File: config.mk
export PLATFORM = sky130hd
export DESIGN_NAME = id_ex_decode
export DESIGN_NICKNAME = d
export VERILOG_FILES = /design/src/rtl/id_ex_decode.sv
export SDC_FILE = /design/constraint.sdc
export NUM_CORES = 1
export LEC_CHECK = 0
export BUFFER_PORTS_ARGS = -buffer_cell sky130_fd_sc_hd__buf_2
export CORE_AREA = 2 2 110 112
export DETAILED_ROUTE_END_ITERATION = 10
export DIE_AREA = 0 0 112 114
export GPL_TIMING_DRIVEN = 0
export PLACE_DENSITY_LB_ADDON = 0.1
export SETUP_SLACK_MARGIN = 0.4
export SLEW_MARGIN = 20
export SYNTH_ARGS = -nofsm -noshare
export SYNTH_HDL_FRONTEND = slang
export SYNTH_SLANG_ARGS = --single-unit
File: constraint.sdc
create_clock -name clk -period 5.5 [get_ports clk]
set_clock_uncertainty 0.2 [all_clocks]
set_input_delay 0.55 -clock clk [delete_from_list [all_inputs] [get_ports clk]]
set_output_delay 0.55 -clock clk [all_outputs]
set_load 0.02 [all_outputs]
File: src/rtl/id_ex_decode.sv
// Instruction decode stage plus ID/EX pipeline register for the RV32I core.
// Decodes the IF/ID instruction into the execute-stage control bundle, registers
// it into EX, detects load-use hazards against the held EX instruction and turns
// flushed, stalled, invalid or (optionally) illegal instructions into bubbles.
//
// Ports:
//   clk, rst_n          core clock, asynchronous active-low reset
//   if_valid/inst/pc    instruction presented by IF/ID
//   flush               taken branch/jump in EX; kill the ID instruction
//   id_stall            combinational load-use stall request to PC and IF/ID
//   ex_*                registered control bundle for the execute stage
module id_ex_decode #(
  parameter bit HAZARD_EN    = 1'b1,
  parameter bit ILLEGAL_TRAP = 1'b1
) (
  input  logic        clk,
  input  logic        rst_n,
  input  logic        if_valid,
  input  logic [31:0] if_inst,
  input  logic [31:0] if_pc,
  input  logic        flush,
  output logic        id_stall,
  output logic        ex_valid,
  output logic [3:0]  ex_alu_sel,
  output logic        ex_b_sel,
  output logic        ex_a_sel,
  output logic [4:0]  ex_shamt,
  output logic [31:0] ex_imm,
  output logic [4:0]  ex_rs1,
  output logic [4:0]  ex_rs2,
  output logic [4:0]  ex_rd,
  output logic [2:0]  ex_funct3,
  output logic        ex_reg_write,
  output logic        ex_mem_read,
  output logic        ex_mem_write,
  output logic        ex_branch,
  output logic        ex_jal,
  output logic        ex_jalr,
  output logic [31:0] ex_pc,
  output logic        ex_illegal
);

  localparam logic [6:0] OpReg    = 7'b0110011;
  localparam logic [6:0] OpImm    = 7'b0010011;
  localparam logic [6:0] OpLoad   = 7'b0000011;
  localparam logic [6:0] OpStore  = 7'b0100011;
  localparam logic [6:0] OpBranch = 7'b1100011;
  localparam logic [6:0] OpLui    = 7'b0110111;
  localparam logic [6:0] OpAuipc  = 7'b0010111;
  localparam logic [6:0] OpJal    = 7'b1101111;
  localparam logic [6:0] OpJalr   = 7'b1100111;

  localparam logic [6:0] F7Base = 7'b0000000;
  localparam logic [6:0] F7Alt  = 7'b0100000;

  localparam logic [3:0] AluAdd   = 4'd0;
  localparam logic [3:0] AluSub   = 4'd1;
  localparam logic [3:0] AluXor   = 4'd2;
  localparam logic [3:0] AluOr    = 4'd3;
  localparam logic [3:0] AluAnd   = 4'd4;
  localparam logic [3:0] AluSll   = 4'd5;
  localparam logic [3:0] AluSrl   = 4'd6;
  localparam logic [3:0] AluSra   = 4'd7;
  localparam logic [3:0] AluSlt   = 4'd8;
  localparam logic [3:0] AluSltu  = 4'd9;
  localparam logic [3:0] AluPassB = 4'd10;
  localparam logic [3:0] AluAddPc = 4'd11;

  logic [6:0] opcode, funct7;
  logic [2:0] funct3;
  logic [4:0] rs1, rs2, rd;
  logic [31:0] imm_i, imm_s, imm_b, imm_u, imm_j;

  assign opcode = if_inst[6:0];
  assign rd     = if_inst[11:7];
  assign funct3 = if_inst[14:12];
  assign rs1    = if_inst[19:15];
  assign rs2    = if_inst[24:20];
  assign funct7 = if_inst[31:25];

  assign imm_i = {{20{if_inst[31]}}, if_inst[31:20]};
  assign imm_s = {{20{if_inst[31]}}, if_inst[31:25], if_inst[11:7]};
  assign imm_b = {{19{if_inst[31]}}, if_inst[31], if_inst[7], if_inst[30:25], if_inst[11:8], 1'b0};
  assign imm_u = {if_inst[31:12], 12'h000};
  assign imm_j = {{11{if_inst[31]}}, if_inst[31], if_inst[19:12], if_inst[20], if_inst[30:21],
                  1'b0};

  // Base ALU op for a funct3 in the OP / OP-IMM groups (funct7 variants handled by caller).
  function automatic logic [3:0] alu_from_f3(input logic [2:0] f3);
    case (f3)
      3'd0:    alu_from_f3 = AluAdd;
      3'd1:    alu_from_f3 = AluSll;
      3'd2:    alu_from_f3 = AluSlt;
      3'd3:    alu_from_f3 = AluSltu;
      3'd4:    alu_from_f3 = AluXor;
      3'd5:    alu_from_f3 = AluSrl;
      3'd6:    alu_from_f3 = AluOr;
      default: alu_from_f3 = AluAnd;
    endcase
  endfunction

  logic [3:0]  dec_alu;
  logic [31:0] dec_imm;
  logic        dec_b_sel, dec_a_sel, dec_rw, dec_mr, dec_mw, dec_br, dec_jal, dec_jalr;
  logic        dec_illegal, uses_rs1, uses_rs2;

  always_comb begin
    dec_alu     = AluAdd;
    dec_imm     = '0;
    dec_b_sel   = 1'b0;
    dec_a_sel   = 1'b0;
    dec_rw      = 1'b0;
    dec_mr      = 1'b0;
    dec_mw      = 1'b0;
    dec_br      = 1'b0;
    dec_jal     = 1'b0;
    dec_jalr    = 1'b0;
    dec_illegal = 1'b0;
    uses_rs1    = 1'b0;
    uses_rs2    = 1'b0;
    case (opcode)
      OpReg: begin
        uses_rs1 = 1'b1;
        uses_rs2 = 1'b1;
        dec_rw   = 1'b1;
        if (funct7 == F7Alt && (funct3 == 3'd0 || funct3 == 3'd5)) begin
          dec_alu = (funct3 == 3'd0) ? AluSub : AluSra;
        end else if (funct7 == F7Base) begin
          dec_alu = alu_from_f3(funct3);
        end else begin
          dec_illegal = 1'b1;
        end
      end
      OpImm: begin
        uses_rs1  = 1'b1;
        dec_rw    = 1'b1;
        dec_b_sel = 1'b1;
        dec_imm   = imm_i;
        dec_alu   = alu_from_f3(funct3);
        if (funct3 == 3'd1 && funct7 != F7Base) dec_illegal = 1'b1;
        if (funct3 == 3'd5) begin
          if (funct7 == F7Alt)       dec_alu     = AluSra;
          else if (funct7 != F7Base) dec_illegal = 1'b1;
        end
      end
      OpLoad: begin
        uses_rs1    = 1'b1;
        dec_b_sel   = 1'b1;
        dec_imm     = imm_i;
        dec_mr      = 1'b1;
        dec_rw      = 1'b1;
        // lb, lh, lw, lbu, lhu only.
        dec_illegal = (funct3 == 3'd3) || (funct3 == 3'd6) || (funct3 == 3'd7);
      end
      OpStore: begin
        uses_rs1    = 1'b1;
        uses_rs2    = 1'b1;
        dec_b_sel   = 1'b1;
        dec_imm     = imm_s;
        dec_mw      = 1'b1;
        dec_illegal = funct3[2] || (funct3 == 3'd3);
      end
      OpBranch: begin
        uses_rs1    = 1'b1;
        uses_rs2    = 1'b1;
        dec_alu     = AluSub;
        dec_imm     = imm_b;
        dec_br      = 1'b1;
        dec_illegal = (funct3 == 3'd2) || (funct3 == 3'd3);
      end
      OpLui: begin
        dec_alu   = AluPassB;
        dec_b_sel = 1'b1;
        dec_imm   = imm_u;
        dec_rw    = 1'b1;
      end
      OpAuipc: begin
        dec_alu   = AluAddPc;
        dec_a_sel = 1'b1;
        dec_b_sel = 1'b1;
        dec_imm   = imm_u;
        dec_rw    = 1'b1;
      end
      OpJal: begin
        // ALU forms the target pc+imm; the link value pc+4 is built in EX.
        dec_alu   = AluAddPc;
        dec_a_sel = 1'b1;
        dec_b_sel = 1'b1;
        dec_imm   = imm_j;
        dec_jal   = 1'b1;
        dec_rw    = 1'b1;
      end
      OpJalr: begin
        uses_rs1    = 1'b1;
        dec_b_sel   = 1'b1;
        dec_imm     = imm_i;
        dec_jalr    = 1'b1;
        dec_rw      = 1'b1;
        dec_illegal = (funct3 != 3'd0);
      end
      default: dec_illegal = 1'b1;
    endcase
  end

  logic rs_hit;
  assign rs_hit   = (uses_rs1 && rs1 == ex_rd) || (uses_rs2 && rs2 == ex_rd);
  assign id_stall = HAZARD_EN && !flush && if_valid && ex_valid && ex_mem_read &&
                    (ex_rd != 5'd0) && rs_hit;

  // Next-state bundle: either a decoded instruction, an illegal trap marker or a bubble.
  logic        load_inst, trap;
  logic        valid_d, b_sel_d, a_sel_d, rw_d, mr_d, mw_d, br_d, jal_d, jalr_d, illegal_d;
  logic [3:0]  alu_d;
  logic [4:0]  shamt_d, rs1_d, rs2_d, rd_d;
  logic [2:0]  funct3_d;
  logic [31:0] imm_d, pc_d;

  assign load_inst = if_valid && !flush && !id_stall && (!dec_illegal || ILLEGAL_TRAP);
  assign trap      = dec_illegal;

  always_comb begin
    valid_d   = 1'b0;
    alu_d     = '0;
    b_sel_d   = 1'b0;
    a_sel_d   = 1'b0;
    shamt_d   = '0;
    imm_d     = '0;
    rs1_d     = '0;
    rs2_d     = '0;
    rd_d      = '0;
    funct3_d  = '0;
    rw_d      = 1'b0;
    mr_d      = 1'b0;
    mw_d      = 1'b0;
    br_d      = 1'b0;
    jal_d     = 1'b0;
    jalr_d    = 1'b0;
    pc_d      = '0;
    illegal_d = 1'b0;
    if (load_inst) begin
      valid_d   = 1'b1;
      shamt_d   = rs2;
      rs1_d     = rs1;
      rs2_d     = rs2;
      rd_d      = rd;
      funct3_d  = funct3;
      pc_d      = if_pc;
      illegal_d = trap;
      // An illegal instruction carries only its identity (pc, fields) into EX.
      if (!trap) begin
        alu_d   = dec_alu;
        b_sel_d = dec_b_sel;
        a_sel_d = dec_a_sel;
        imm_d   = dec_imm;
        rw_d    = dec_rw && (rd != 5'd0);
        mr_d    = dec_mr;
        mw_d    = dec_mw;
        br_d    = dec_br;
        jal_d   = dec_jal;
        jalr_d  = dec_jalr;
      end
    end
  end

  always_ff @(posedge clk or negedge rst_n) begin
    if (!rst_n) begin
      ex_valid     <= 1'b0;
      ex_alu_sel   <= '0;
      ex_b_sel     <= 1'b0;
      ex_a_sel     <= 1'b0;
      ex_shamt     <= '0;
      ex_imm       <= '0;
      ex_rs1       <= '0;
      ex_rs2       <= '0;
      ex_rd        <= '0;
      ex_funct3    <= '0;
      ex_reg_write <= 1'b0;
      ex_mem_read  <= 1'b0;
      ex_mem_write <= 1'b0;
      ex_branch    <= 1'b0;
      ex_jal       <= 1'b0;
      ex_jalr      <= 1'b0;
      ex_pc        <= '0;
      ex_illegal   <= 1'b0;
    end else begin
      ex_valid     <= valid_d;
      ex_alu_sel   <= alu_d;
      ex_b_sel     <= b_sel_d;
      ex_a_sel     <= a_sel_d;
      ex_shamt     <= shamt_d;
      ex_imm       <= imm_d;
      ex_rs1       <= rs1_d;
      ex_rs2       <= rs2_d;
      ex_rd        <= rd_d;
      ex_funct3    <= funct3_d;
      ex_reg_write <= rw_d;
      ex_mem_read  <= mr_d;
      ex_mem_write <= mw_d;
      ex_branch    <= br_d;
      ex_jal       <= jal_d;
      ex_jalr      <= jalr_d;
      ex_pc        <= pc_d;
      ex_illegal   <= illegal_d;
    end
  end

endmodule

==> run_results.csv <==
group,metric,value,unit
timing,finalSetupViolCount,0,
timing,hold_viol_final,0,
global_route,grt_max_degree,52,
layout,fillCellCount,1150,
power,internal_power,1.20,mW
place,gp_congestion,0.881,
global_route,overflow,0,
routing,detail_route.first_pass.iterations,4,
min_path,hp-class,"in -> reg",
layout,antenna-diode-count,0,
synth,ys_types,47,
power,ir_drop,0.157,mV
power,p_seq_frac,0.462,
layout,syn2layout_area_growth,35.4,%
routing,wl,12400,um
clock_network,htree_levels,3,
timing,rsz0062_at_grt,"no",
floorplan,die-area,12800,um^2
floorplan,die_w,112,um
timing,slew_viol_final,0,
power,combPwrFrac,0.100,
global_route,antenna_found_initial,0,
critical_path,cp_max_fo,10,
synth,syn-num-nets,438,
routing,vias,3492,
floorplan,ios,170,
floorplan,fp-row-count,40,
power,switchingPower,370,uW
power,swShare,0.235,
synth,synthArstFlopShare,1.00,
critical_path,slowest_delay,450,ps
timing,layout_min_cycle_time,3420,ps
synth,ys_ff_latch,96,
timing,tightest_slew,826,ps
synth,avgSynthCellArea,10.7,um^2
synth,syn-cell-area,3970,um^2
critical_path,worstPathCellList,"buf_2 > clkbuf_1 > nor2_1 > o2111ai_1 > a21oi_1 > o21ai_1 > clkbuf_1 > inv_1 > buf_2",
power,leakagePower,2.92,nW
critical_path,critPathKind,"in -> out",
layout,layout-drive-gt1-share,0.366,
routing,ant_nets,0,
clock_network,clock_latency,340,ps
floorplan,start_util,0.339,
clock_network,clkTransAtPathRegs,70,ps
floorplan,dieHeight,114,um
synth,synth_cells,370,
critical_path,worstPathRequired,4750,ps
synth,ys_seq_area_frac,0.605,
job,max_cap_violations,0,
synth,synth_most_common_cell,"dfrtp_1",
critical_path,critPathSlowestCell,"o21ai_1",
routing,drt-initial-drc-count,214,
power,p_per_area,293,nW/um^2
routing,wire_per_inst,17.6,um
clock_network,cts_tree,"built",
timing,min_period_over_period,0.622,
critical_path,startpoint_type,"input port",
layout,multi_input_area,1400,um^2
synth,synth_common_cells,"dfrtp_1 (96), and3_1 (51), nand2_1 (44)",
floorplan,coreArea,11700,um^2
place,io_buffers,169,
clock_network,clockBufferDepth,2,
global_route,grt_pass1_vias,3612,
critical_path,cp.arrival,2670,ps
timing,relSlewSlack,0.446,
layout,register_area,2400,um^2
routing,viasPerCell,4.96,
synth,yosys.area.top_type,"dfrtp_1",
clock_network,clk_root_buffer_cell,"clkbuf_16",
global_route,grt_pass1_wl,19100,um
timing,setup_tns,0,ps
clock_network,postCtsResizedCells,0,
global_route,grt_use_total,0.194,
synth,yosys_most_used_dff,"dfrtp_1",
status,status,"complete, no violations",
synth,yosys_warnings,0,
timing,fmax,0.292,GHz
clock_network,cts_sinks,96,
synth,synthTopCellsByArea,"dfrtp_1 (61%), and3_1 (8.0%), nand2_1 (4.2%)",
routing,drc_errors,0,
synth,yosysTopAreaCellShare,0.605,
synth,synth_edf_count,0,
layout,nNetsFinal,620,
clock_network,cts_buffers,9,
place,dp.final_hpwl,9250,um
timing,hold_ws,240,ps
critical_path,crit_path_end_kind,"primary output",
power,clkPwrFrac,0.439,
-- kinds of logic (layout without fill, tap and decap cells) --
| group | count (synthesis) | count (layout) | share of synthesized area |
|---|---|---|---|
| compound gates | 62 | 62 | 0.107 |
| buf+inv | 36 | 223 | 0.0416 |
| simple gates | 165 | 165 | 0.222 |
| flops | 96 | 96 | 0.605 |
| xor+xnor | 10 | 10 | 0.0221 |
| mux | 1 | 1 | 0.00252 |
-- power by group through the flow --
| stage | sequential (mW) | clock, mW | combinational (mW) |
|---|---|---|---|
| CTS | 0.726 | 0.708 | 0.159 |
| global route | 0.727 | 0.738 | 0.172 |
| floorplan | 0.760 | 0 | 0.0532 |
| detailed placement | 0.740 | 0 | 0.157 |
| global placement | 0.739 | 0 | 0.154 |
| finish | 0.726 | 0.690 | 0.157 |
-- cells in the final DEF (no fill, tap or decap), types with 3 or more instances in the layout --
master / count
a21oi_1: 30
a22oi_1: 4
a31oi_1: 3
and2_1: 4
and3_1: 51
buf_2: 171
buf_4: 7
clkbuf_1: 20
clkbuf_16: 9
dfrtp_1: 96
inv_1: 5
nand2_1: 44
nand3_1: 5
nor2_1: 26
nor2b_1: 10
nor3_1: 7
o2111ai_1: 3
o21ai_0: 6
xnor2_1: 6
xor2_1: 4
-- critical path, delay by kind of cell --
family	cells	cell delay, ps
buffers and inverters	5	1130
AND/OR/NAND/NOR	1	160
AO/OA/AOI/OAI	3	830
-- final cells by class --
type,instances,share of cell area
multi-input combinational,238,0.261
inverter,5,0.00349
clock inverter,4,0.0142
tap,147,0.0342
buffer,31,0.0272
sequential,96,0.447
clock buffer,12,0.0477
timing repair buffer,171,0.165
-- per-layer routing --
layer	up-vias	share of wire	wire [um]	GRT usage
li1	1639	-	-	-
met1	1708	0.43	5370	0.251
met2	131	0.50	6180	0.328
met3	14	0.060	746	0.0425
met4	0	0.010	127	0.0577
met5	-	0	0	0
-- registers in the layout (all words and copies together) (netlist names), 3 cells and up --
register,cells
ex_alu_sel,4
ex_rs2,5
ex_rd,5
ex_funct3,3
ex_imm,32
ex_pc,32
ex_rs1,5
-- what timing repair did --
action / CTS / global route
buffers inserted: 0 / 0
hold endpoints to repair: 45 / 0
hold buffers: 1 / 0
-- final timing paths --
| check | cells past startpoint | startpoint | slack (ps) | to |
|---|---|---|---|---|
| max | 9 | if_inst[6] | 2080 | id_stall |
| min in group asynchronous | 2 | rst_n | 500 | ex_pc[11] |
| max in group asynchronous | 3 | rst_n | 4000 | ex_alu_sel[2] |
| max reg2reg | 7 | ex_rd[1] | 3070 | ex_alu_sel[0] |
| min | 2 | if_pc[25] | 240 | ex_pc[25] |
| min reg2reg | 4 | ex_rd[4] | 1020 | ex_valid |
-- per-stage QoR --
step | cells | util | setup slack (ps) | total power [mW] | instance area, um^2
after floorplan | 370 | - | 2930 | 0.813 | 3970
after global placement | 686 | 0.427 | 2020 | 0.894 | 5000
after detailed placement | 687 | 0.430 | 2070 | 0.897 | 5030
after CTS | 704 | 0.459 | 2040 | 1.59 | 5380
after global routing | 704 | 0.459 | 1870 | 1.64 | 5380
final | 704 | 0.459 | 2080 | 1.57 | 5380
Power figures use the tool's default switching activity.
